--- config.mk ---
export PLATFORM = sky130hd
export DESIGN_NAME = io_owner_sequencer
export DESIGN_NICKNAME = d
export VERILOG_FILES = /design/src/rtl/io_owner_pkg.sv /design/src/rtl/io_owner_pad_mux.sv /design/src/rtl/io_owner_sequencer.sv
export SDC_FILE = /design/constraint.sdc
export NUM_CORES = 1
export LEC_CHECK = 0
export CORE_AREA = 3 3 153 155
export CTS_CLUSTER_SIZE = 25
export DETAILED_ROUTE_END_ITERATION = 10
export DIE_AREA = 0 0 156 158
export GPL_ROUTABILITY_DRIVEN = 0
export PLACE_DENSITY = 0.75
export SKIP_LAST_GASP = 1
export SLEW_MARGIN = 20
export SYNTH_ARGS = -nofsm -noshare
export SYNTH_HDL_FRONTEND = slang
export SYNTH_HIERARCHICAL = 1
export SYNTH_SLANG_ARGS = --single-unit
--- constraint.sdc ---
create_clock -name wb_clk_i -period 2.67 [get_ports wb_clk_i]
set_clock_uncertainty 0.1 [all_clocks]
set_input_delay 0.534 -clock wb_clk_i [delete_from_list [all_inputs] [get_ports wb_clk_i]]
set_output_delay 0.534 -clock wb_clk_i [all_outputs]
set_load 0.005 [all_outputs]
--- src/rtl/io_owner_pkg.sv ---
// Shared types and helpers for the Caravel user IO pad owner sequencer.
// Holds the handover state encoding, default timing and one-hot helpers.
package io_owner_pkg;

    typedef enum logic [1:0] {
        IDLE,
        GUARD,
        RESET,
        RUN
    } state_t;

    localparam int DEF_GUARD_CYCLES = 16;
    localparam int DEF_RESET_CYCLES = 8;
    localparam int MAX_PROJ         = 32;

    function automatic logic onehot_valid(input logic [MAX_PROJ-1:0] v);
        return (v != '0) && ((v & (v - 32'd1)) == '0);
    endfunction

    function automatic logic [4:0] onehot2idx(input logic [MAX_PROJ-1:0] v);
        logic [4:0] idx;
        idx = '0;
        for (int i = 0; i < MAX_PROJ; i++) begin
            if (v[i]) idx = 5'(i);
        end
        return idx;
    endfunction

endpackage

--- src/rtl/io_owner_pad_mux.sv ---
// Registered NUM_PROJ:1 one-hot pad mux; park (or an empty select) forces out=0, oeb=1s.
// Ports: clk, rst_n, park, sel (one-hot), proj_out/proj_oeb (packed), pad_out/pad_oeb.
module io_owner_pad_mux
    import io_owner_pkg::*;
#(
    parameter int NUM_PROJ = 4,
    parameter int IO_W     = 38
) (
    input  logic                     clk,
    input  logic                     rst_n,
    input  logic                     park,
    input  logic [NUM_PROJ-1:0]      sel,
    input  logic [NUM_PROJ*IO_W-1:0] proj_out,
    input  logic [NUM_PROJ*IO_W-1:0] proj_oeb,
    output logic [IO_W-1:0]          pad_out,
    output logic [IO_W-1:0]          pad_oeb
);

    logic [4:0]      idx;
    logic            sel_ok;
    logic [IO_W-1:0] mux_out;
    logic [IO_W-1:0] mux_oeb;

    always_comb begin
        idx     = onehot2idx(32'(sel));
        sel_ok  = onehot_valid(32'(sel));
        mux_out = '0;
        mux_oeb = '1;
        if (!park && sel_ok) begin
            for (int k = 0; k < NUM_PROJ; k++) begin
                if (k == int'(idx)) begin
                    mux_out = proj_out[k*IO_W +: IO_W];
                    mux_oeb = proj_oeb[k*IO_W +: IO_W];
                end
            end
        end
    end

    // Pads are always driven from a flop: no combinational path from projects.
    always_ff @(posedge clk or negedge rst_n) begin
        if (!rst_n) begin
            pad_out <= '0;
            pad_oeb <= '1;
        end else begin
            pad_out <= mux_out;
            pad_oeb <= mux_oeb;
        end
    end

endmodule

--- src/rtl/io_owner_sequencer.sv ---
// Hands the user IO pads between wrapped projects: park, reset incoming owner, then connect.
// Ports: wb_clk_i/wb_rst_n, active_i request, proj_io_* buses, io_* pads, status outputs.
module io_owner_sequencer
    import io_owner_pkg::*;
#(
    parameter int NUM_PROJ     = 4,
    parameter int IO_W         = 38,
    parameter int GUARD_CYCLES = DEF_GUARD_CYCLES,
    parameter int RESET_CYCLES = DEF_RESET_CYCLES
) (
    input  logic                     wb_clk_i,
    input  logic                     wb_rst_n,
    input  logic [NUM_PROJ-1:0]      active_i,
    input  logic [NUM_PROJ*IO_W-1:0] proj_io_out_i,
    input  logic [NUM_PROJ*IO_W-1:0] proj_io_oeb_i,
    output logic [IO_W-1:0]          io_out_o,
    output logic [IO_W-1:0]          io_oeb_o,
    output logic [NUM_PROJ-1:0]      proj_rst_n_o,
    output logic [NUM_PROJ-1:0]      owner_o,
    output logic                     busy_o,
    output logic                     req_err_o
);

    localparam int CNT_MAX = (GUARD_CYCLES > RESET_CYCLES) ?
                             GUARD_CYCLES : RESET_CYCLES;
    localparam int CW      = $clog2(CNT_MAX + 1);

    localparam logic [CW-1:0] G_LOAD = CW'(GUARD_CYCLES - 1);
    localparam logic [CW-1:0] R_LOAD = CW'(RESET_CYCLES - 1);

    state_t              state;
    logic [CW-1:0]       cnt;
    logic [NUM_PROJ-1:0] req_q;
    logic [NUM_PROJ-1:0] req_prev;
    logic [NUM_PROJ-1:0] nxt;
    logic [NUM_PROJ-1:0] owner_q;
    logic [NUM_PROJ-1:0] prst_q;
    logic                busy_q;
    logic                err_q;

    logic                stable;
    logic                req_ok;
    logic                multi;
    logic [NUM_PROJ-1:0] tgt;
    logic                leave_run;
    logic                park;

    // A multi-hot request qualifies as "no owner".
    assign stable    = (req_q == req_prev);
    assign req_ok    = onehot_valid(32'(req_q));
    assign multi     = (req_q != '0) && !req_ok;
    assign tgt       = req_ok ? req_q : '0;
    assign leave_run = (state == RUN) && stable && (tgt != owner_q);

    // Park on the exit edge too, so pads never outlive RUN by a cycle.
    assign park = (state != RUN) || leave_run;

    always_ff @(posedge wb_clk_i or negedge wb_rst_n) begin
        if (!wb_rst_n) begin
            state    <= IDLE;
            cnt      <= '0;
            req_q    <= '0;
            req_prev <= '0;
            nxt      <= '0;
            owner_q  <= '0;
            prst_q   <= '0;
            busy_q   <= 1'b0;
            err_q    <= 1'b0;
        end else begin
            req_q    <= active_i;
            req_prev <= req_q;

            if (multi) begin
                err_q <= 1'b1;
            end else if (stable && (req_q == '0)) begin
                err_q <= 1'b0;
            end

            unique case (state)
                IDLE: begin
                    if (stable && (tgt != '0)) begin
                        state  <= GUARD;
                        nxt    <= tgt;
                        cnt    <= G_LOAD;
                        busy_q <= 1'b1;
                    end
                end
                GUARD: begin
                    if (stable && (tgt != nxt)) begin
                        nxt <= tgt;
                        cnt <= G_LOAD;
                    end else if (cnt == '0) begin
                        if (nxt == '0) begin
                            state  <= IDLE;
                            busy_q <= 1'b0;
                        end else begin
                            state <= RESET;
                            cnt   <= R_LOAD;
                        end
                    end else begin
                        cnt <= cnt - CW'(1);
                    end
                end
                RESET: begin
                    // An aborted incoming project simply stays in reset.
                    if (stable && (tgt != nxt)) begin
                        state <= GUARD;
                        nxt   <= tgt;
                        cnt   <= G_LOAD;
                    end else if (cnt == '0) begin
                        state   <= RUN;
                        owner_q <= nxt;
                        prst_q  <= nxt;
                        busy_q  <= 1'b0;
                    end else begin
                        cnt <= cnt - CW'(1);
                    end
                end
                RUN: begin
                    if (leave_run) begin
                        state   <= GUARD;
                        nxt     <= tgt;
                        owner_q <= '0;
                        prst_q  <= '0;
                        cnt     <= G_LOAD;
                        busy_q  <= 1'b1;
                    end
                end
                default: begin
                    state <= IDLE;
                end
            endcase
        end
    end

    io_owner_pad_mux #(
        .NUM_PROJ (NUM_PROJ),
        .IO_W     (IO_W)
    ) u_pad_mux (
        .clk      (wb_clk_i),
        .rst_n    (wb_rst_n),
        .park     (park),
        .sel      (owner_q),
        .proj_out (proj_io_out_i),
        .proj_oeb (proj_io_oeb_i),
        .pad_out  (io_out_o),
        .pad_oeb  (io_oeb_o)
    );

    assign proj_rst_n_o = prst_q;
    assign owner_o      = owner_q;
    assign busy_o       = busy_q;
    assign req_err_o    = err_q;

endmodule

==> run metrics, run 1 <==
status=finished, final reports clean; RR Startpoint=req_q[0]; Global Route Usage Sum=0.1989; top post-synthesis cells by area=dfrtp_1, dfstp_2, a211oi_1, mux2_2, mux2i_1; Yosys top cell by area=dfrtp_1; hold slack=0.05502 ns; Synth warnings=6; Most used DFF post-synth=dfrtp_1; Synth top area share=0.2390; pwr/cell area=420.1 nW/um2; Syn Std Cell Area=6596 um2; CP required=2.83 ns; CTS tree=yes; antenna viol nets, final=0; most common cell after layout, fill and taps aside=clkdlybuf4s50_1; CTS Buf Count=9; pin count of the biggest net entering global routing=77; most frequent cells in the layout=clkdlybuf4s50_1, a211oi_1, dfrtp_1; mean routed wirelength per cell=20.12 um; syn nets=954; flop2flop setup slack=0.21 ns; worst setup margin=0.2116 ns; Area growth syn-to-layout=68.17%; RSZ-0062 raised after global routing=false; Max Transition Viols Final=0; FILL cells=1990; crit share post-route=0.9207; max_slew headroom=0.5427; Final Util=0.5052; gr ovfl total=0; EDFF count, synth=0; worst r2r path cells=6; Arrival @ worst endpoint=2.62 ns; Vias=6551; CP max FO=16; Cell variety after synth=55; Placement Setup Slack=0.1317 ns; clock sinks=101; end point of the critical path=proj_rst_n_o[1]; DP HPWL=19.67 mm; Register Area=2590 um2; critical path launch point type=flip-flop; register area share after synthesis=0.3904; first-pass GRT wire length=38.24 mm; diodes inserted=0; DRC violations left=0; Reg-to-Reg End=proj_rst_n_o[1]; number of antenna violations at the first check in global routing=0; VDD IR-drop max=0.0002387 V; Nets=1310; leakage=3.821 nW; 1st-iter DRT viols=353; Async SR Flop Fraction=1.000; number of max-cap violations=0; overall power=0.004660 W; root buf cell=clkbuf_16; setup_tns=0 ns; vias in the first global route=6673; Clock transition at path regs=0.07 ns; Synth Instances=638; multi-input logic area=3657 um2; Seq cells post-synth=101; final setup fails=0; layout cells sized above 1=0.1331; Die ar.=24650 um2; Initial Util=0.3004; Period minus WS final=2.458 ns; CORE AREA=21960 um2; H-tree levels=3; syn avg cell area=10.34 um2; measured slew at the worst slew-check pin=0.6859 ns; chip width=156 um; Total Wirelength=25.73 mm; DRT Pass-1 Iters=5; crit path kind=flip-flop to flip-flop; clk buf depth=2; worst skew pair latency=0.34 ns; Row Count=54; Critical Path Start=req_q[0]; Hold Vio Cnt, Final=0; Critical Path End Type=flip-flop; Via density=5.122; Worst Hold Class=input pin to asynchronous set/reset pin; max frequency=406.8 MHz; IO Count=396; I/O Buffers=395; Die H=158 um
-- state kept, by name (all words and copies together) (netlist names) --
register / flops
req_q: 4
cnt: 5
busy_o: 1
req_prev: 4
u_pad_mux/pad_out: 38
state: 2
nxt: 4
proj_rst_n_o: 4
u_pad_mux/pad_oeb: 38
req_err_o: 1
-- how the worst min path moves through the flow --
stage / start / to / slack (ns) / depth (start not counted)
after floorplan: wb_rst_n / busy_o / 0.14 / 0
after global placement: cnt[1] / cnt[1] / 0.39 / 1
final: wb_rst_n / req_q[0] / 0.06 / 1
after global routing: wb_rst_n / req_prev[0] / 0.07 / 1
after detailed placement: busy_o / busy_o / 0.41 / 1
after CTS: wb_rst_n / req_q[2] / 0.06 / 1
-- per-stage QoR --
step	std cells	cell area [um2]
detailed placement	1261	10760
CTS	1277	11070
global route	1279	11090
global placement	1261	10760
finish	1279	11090
floorplan	638	6596
-- where the power goes --
group / internal (W) / leakage, nW / switching, W / total (W)
clock network: 0.000756 / 0.144 / 0.000597 / 0.00135
logic: 0.000874 / 2.45 / 0.000700 / 0.00157
registers: 0.00162 / 1.23 / 0.000109 / 0.00173
-- cell families after synthesis --
group | after synthesis | synth area share
flip-flops | 101 | 0.3904
AND/OR/NAND/NOR | 161 | 0.1438
AO/OA/AOI/OAI | 199 | 0.2485
buffers and inverters | 79 | 0.05937
adder cells (fa/ha/maj) | 6 | 0.01138
XOR/XNOR | 6 | 0.007967
multiplexers | 86 | 0.1387
-- Yosys cell counts (2+ instances only) --
master    count
buf_2        19
a21oi_1       4
buf_6         5
nand2_1      43
o211ai_1     38
nor4b_2       4
ha_1          6
nand2b_1     43
a311o_1       2
mux2i_1      43
a2111o_1     38
mux2_2       42
clkbuf_1     31
a32oi_1       4
a31oi_1       5
nor2_1       10
nand3b_1      2
o32a_1        2
dfstp_2      38
xor2_1        2
inv_1        10
o21a_1        2
nor4bb_1      3
or2_1         2
nor3b_1       2
buf_4         9
a211oi_1     78
o21ai_1       4
buf_1         5
o21ai_0       8
xnor2_1       4
dfrtp_1      63
o22a_1        3
nor2b_1      43
-- worst max-delay path: stages (launching register included) --
cell	delay, ns
dfrtp_2	0.53
or2_1	0.31
a311o_1	0.29
a32oi_2	0.29
or2_1	0.29
and4_1	0.36
mux2i_1	0.21
-- layer usage --
layer | track usage | routed length (um) | vias to the layer above
met4 | 0.06266 | 540 | 0
li1 | - | - | 3117
met2 | 0.3592 | 13080 | 293
met5 | 0 | 0 | -
met3 | 0.04839 | 1934 | 30
met1 | 0.2323 | 10180 | 3111
-- final cells by class --
cell class / count / area share
Sequential cell: 101 / 0.2335
Multi-Input combinational cell: 458 / 0.3297
Clock buffer: 11 / 0.02188
Clock inverter: 5 / 0.005301
Tap cell: 280 / 0.03158
Timing Repair Buffer: 414 / 0.3747
Inverter: 10 / 0.003384
-- timing repair --
action	in CTS	in global routing
setup buffers	0	2
endpoints found under the hold margin	0	0
gates resized for setup	0	4
setup endpoints to repair	0	4
hold buffers	0	0
(Power assumes the default switching activity.)
==> run 2, diff against run 1 <==
Settings changed: CORE_AREA 3 3 153 155 to 3 3 155 157, DIE_AREA 0 0 156 158 to 0 0 158 160, PLACE_DENSITY 0.75 to 0.72, SLEW_MARGIN 20 to unset, SYNTH_HIERARCHICAL 1 to unset.
==> run 2 against run 1 <==
  * Global-route usage down 1.5 points
  * Core utilization down 3.4 points
  * Flip-flop and latch count unchanged
  * Sequential share of layout area up 0.89 points
  * Total power up 3.4%
  * Via count down 1.0%
  * Worst hold slack worse by 0.036 ns
  * Clock power down 7%
  * Critical path type unchanged
  * Largest power group is now combinational logic
==> run metrics, run 2 <==
Synth top area share=0.2542; Max Transition Viols Final=0; largest registers=u_pad_mux.pad_oeb: 38 flops, u_pad_mux.pad_out: 38 flops, cnt: 5 flops; CTS Buf Count=9; Synth Instances=719; DRC violations left=0; max frequency=410.7 MHz; Register Area=2586 um2; gr ovfl total=0; Synth warnings=0; Sw Ratio=0.3326; Post-CTS Hold Fix Bufs=0; most common cell after layout, fill and taps aside=clkdlybuf4s50_1; Critical Path End Type=flip-flop; Critical path buffers and inverters=2; status=finished, final reports clean; Nets=1395; Syn Std Cell Area=6201 um2; register area share after synthesis=0.4153; CORE AREA=22640 um2; Comb pwr share=0.377; Compound-Gate Fraction of Synth Area=0.2014; DR WL met2=12.94 mm; critical path cell sequence=inv_1 -> ha_1 -> or4b_2 -> inv_1 -> o211ai_1 -> and3_1 -> a22o_1; Seq cells post-synth=101; first-pass GRT wire length=36.11 mm; Clock transition at path regs=0.07 ns; Global Route Usage Sum=0.1838; Via density=4.736; Final Util=0.4713; Period minus WS final=2.435 ns; cell family with most CP delay=simple AND/OR/NAND/NOR gates; DRT Pass-1 Iters=4; mean routed wirelength per cell=17.70 um; Met3 Wirelength=1.504 mm; FILL cells=2168; Vias=6483; root buf cell=clkbuf_16; multi-input logic area=3281 um2; antenna viol nets, final=0; most frequent cells in the layout=clkdlybuf4s50_1, nor2_1, a21oi_1; CP max stage cell=or4b_2; clk buf depth=2; pin count of the biggest net entering global routing=91; critical path launch point type=flip-flop; adder-cell area share of the yosys netlist=0.01211; Most common cell on crit path=inv_1; postcts setup bufs=0; Hold Vio Cnt, Final=0; worst r2r path cells=7; pwr/cell area=451.6 nW/um2; IO Count=396; vias in the first global route=6394; slowest stage delay, CP=0.71 ns; number of max-cap violations=0; most common cell in the netlist=nor2_1; Cell Int Power=0.003216 W; final setup fails=0; max_slew headroom=0.5173; largest family of logic cells by synthesized area=compound AO/OA/AOI/OAI gates; crit share post-route=0.9120; chip width=158 um; NetSw=0.001603 W; CTS tree=yes; layout cells sized above 1=0.08856; 1st-iter DRT viols=354; Async SR Flop Fraction=1.000; setup_tns=0 ns; leakage=4.077 nW; Row Count=55; Die ar.=25280 um2; cells resized by post-CTS repair=0; top post-synthesis cells by area=dfrtp_1, dfstp_2, mux2i_1, nor2_1, a21oi_1; Arrival @ worst endpoint=2.57 ns; DP HPWL=19.37 mm; H-tree levels=3; Area growth syn-to-layout=72.07%; CP max FO=5; Cell variety after synth=59; Worst Hold Class=input pin to asynchronous set/reset pin; Initial Util=0.2739; crit path kind=flip-flop to flip-flop; I/O Buffers=395; Clock power frac=0.261; Most used DFF post-synth=dfrtp_1; syn nets=1035; syn avg cell area=8.624 um2; mux contribution to synthesized area=0.1404; Die H=160 um; CP Depth=7; number of antenna violations at the first check in global routing=0; Total Wirelength=24.23 mm; VDD IR-drop max=0.0003033 V; EDFF count, synth=0; diodes inserted=0; worst skew pair latency=0.35 ns; measured slew at the worst slew-check pin=0.7240 ns; clock sinks=101; Yosys top cell by area=dfrtp_1; XOR/XNOR Fraction of Synth Area=0.008475; Top Metal Used=met4; Seq pwr share=0.362; commonest cells in the netlist=nor2_1, a21oi_1, mux2i_1; RSZ-0062 raised after global routing=false; Synth Area in Simple Gates=0.1657; DRT met1 WL=9.420 mm; CP required=2.80 ns
==> run 2: layout make-up <==
cell class,count,share of cell area
sequential,101,0.2424
multi-input combinational,542,0.3075
timing repair buffer,411,0.3863
clock buffer,9,0.02111
inverter,14,0.004925
clock inverter,7,0.004456
tap,285,0.03342
==> run 2: kinds of logic after synthesis <==
| family | count (synthesis) |
|---|---|
| mux | 86 |
| simple gates | 243 |
| fa+ha+maj | 6 |
| buf+inv | 76 |
| compound gates | 201 |
| flops | 101 |
| xor+xnor | 6 |
==> run 2: per-stage QoR <==
stage / total power (W) / hold slack (ns) / setup WS, ns / area (um2) / cells
final: 0.004819 / 0.01859 / 0.2350 / 10670 / 1369
after CTS: 0.004903 / 0.01832 / 0.2538 / 10670 / 1369
after global placement: 0.003534 / 0.4044 / 0.3596 / 10400 / 1353
after detailed placement: 0.003588 / 0.4079 / 0.2690 / 10400 / 1353
after floorplan: 0.002804 / 0.1384 / 0.4202 / 6201 / 719
after global routing: 0.005145 / 0.03525 / 0.06597 / 10670 / 1369
==> run 2: worst reg2reg max path: stages, from the launching register on <==
cell and delay, ns:
dfrtp_1 0.40, inv_1 0.09, ha_1 0.23, or4b_2 0.71, inv_1 0.12, o211ai_1 0.14
and3_1 0.30, a22o_1 0.23
==> run 2: layer usage <==
layer	up-vias	global-route usage
met5	-	0
met4	0	0.04263
met3	21	0.04472
met2	203	0.3321
met1	3024	0.2181
li1	3235	-
==> run 2: worst paths after layout <==
check                         start               endpoint  slack [ns]
setup / recovery             cnt[0]                 cnt[3]        0.23
hold / removal             wb_rst_n  u_pad_mux.pad_out[32]        0.02
setup reg to reg             cnt[0]                 cnt[3]        0.23
hold reg to reg              busy_o                 busy_o        0.43
max in group asynchronous  wb_rst_n   u_pad_mux.pad_oeb[8]        1.78
min in group wb_clk_i        busy_o                 busy_o        0.43
==> run 2: power groups by stage <==
stage               Combinational [W]  Sequential, W  Clock, W
floorplan                     0.00107        0.00173         0
global placement              0.00177        0.00176         0
detailed placement            0.00182        0.00177         0
CTS                           0.00182        0.00174   0.00134
global route                  0.00200        0.00176   0.00138
finish                        0.00181        0.00175   0.00126
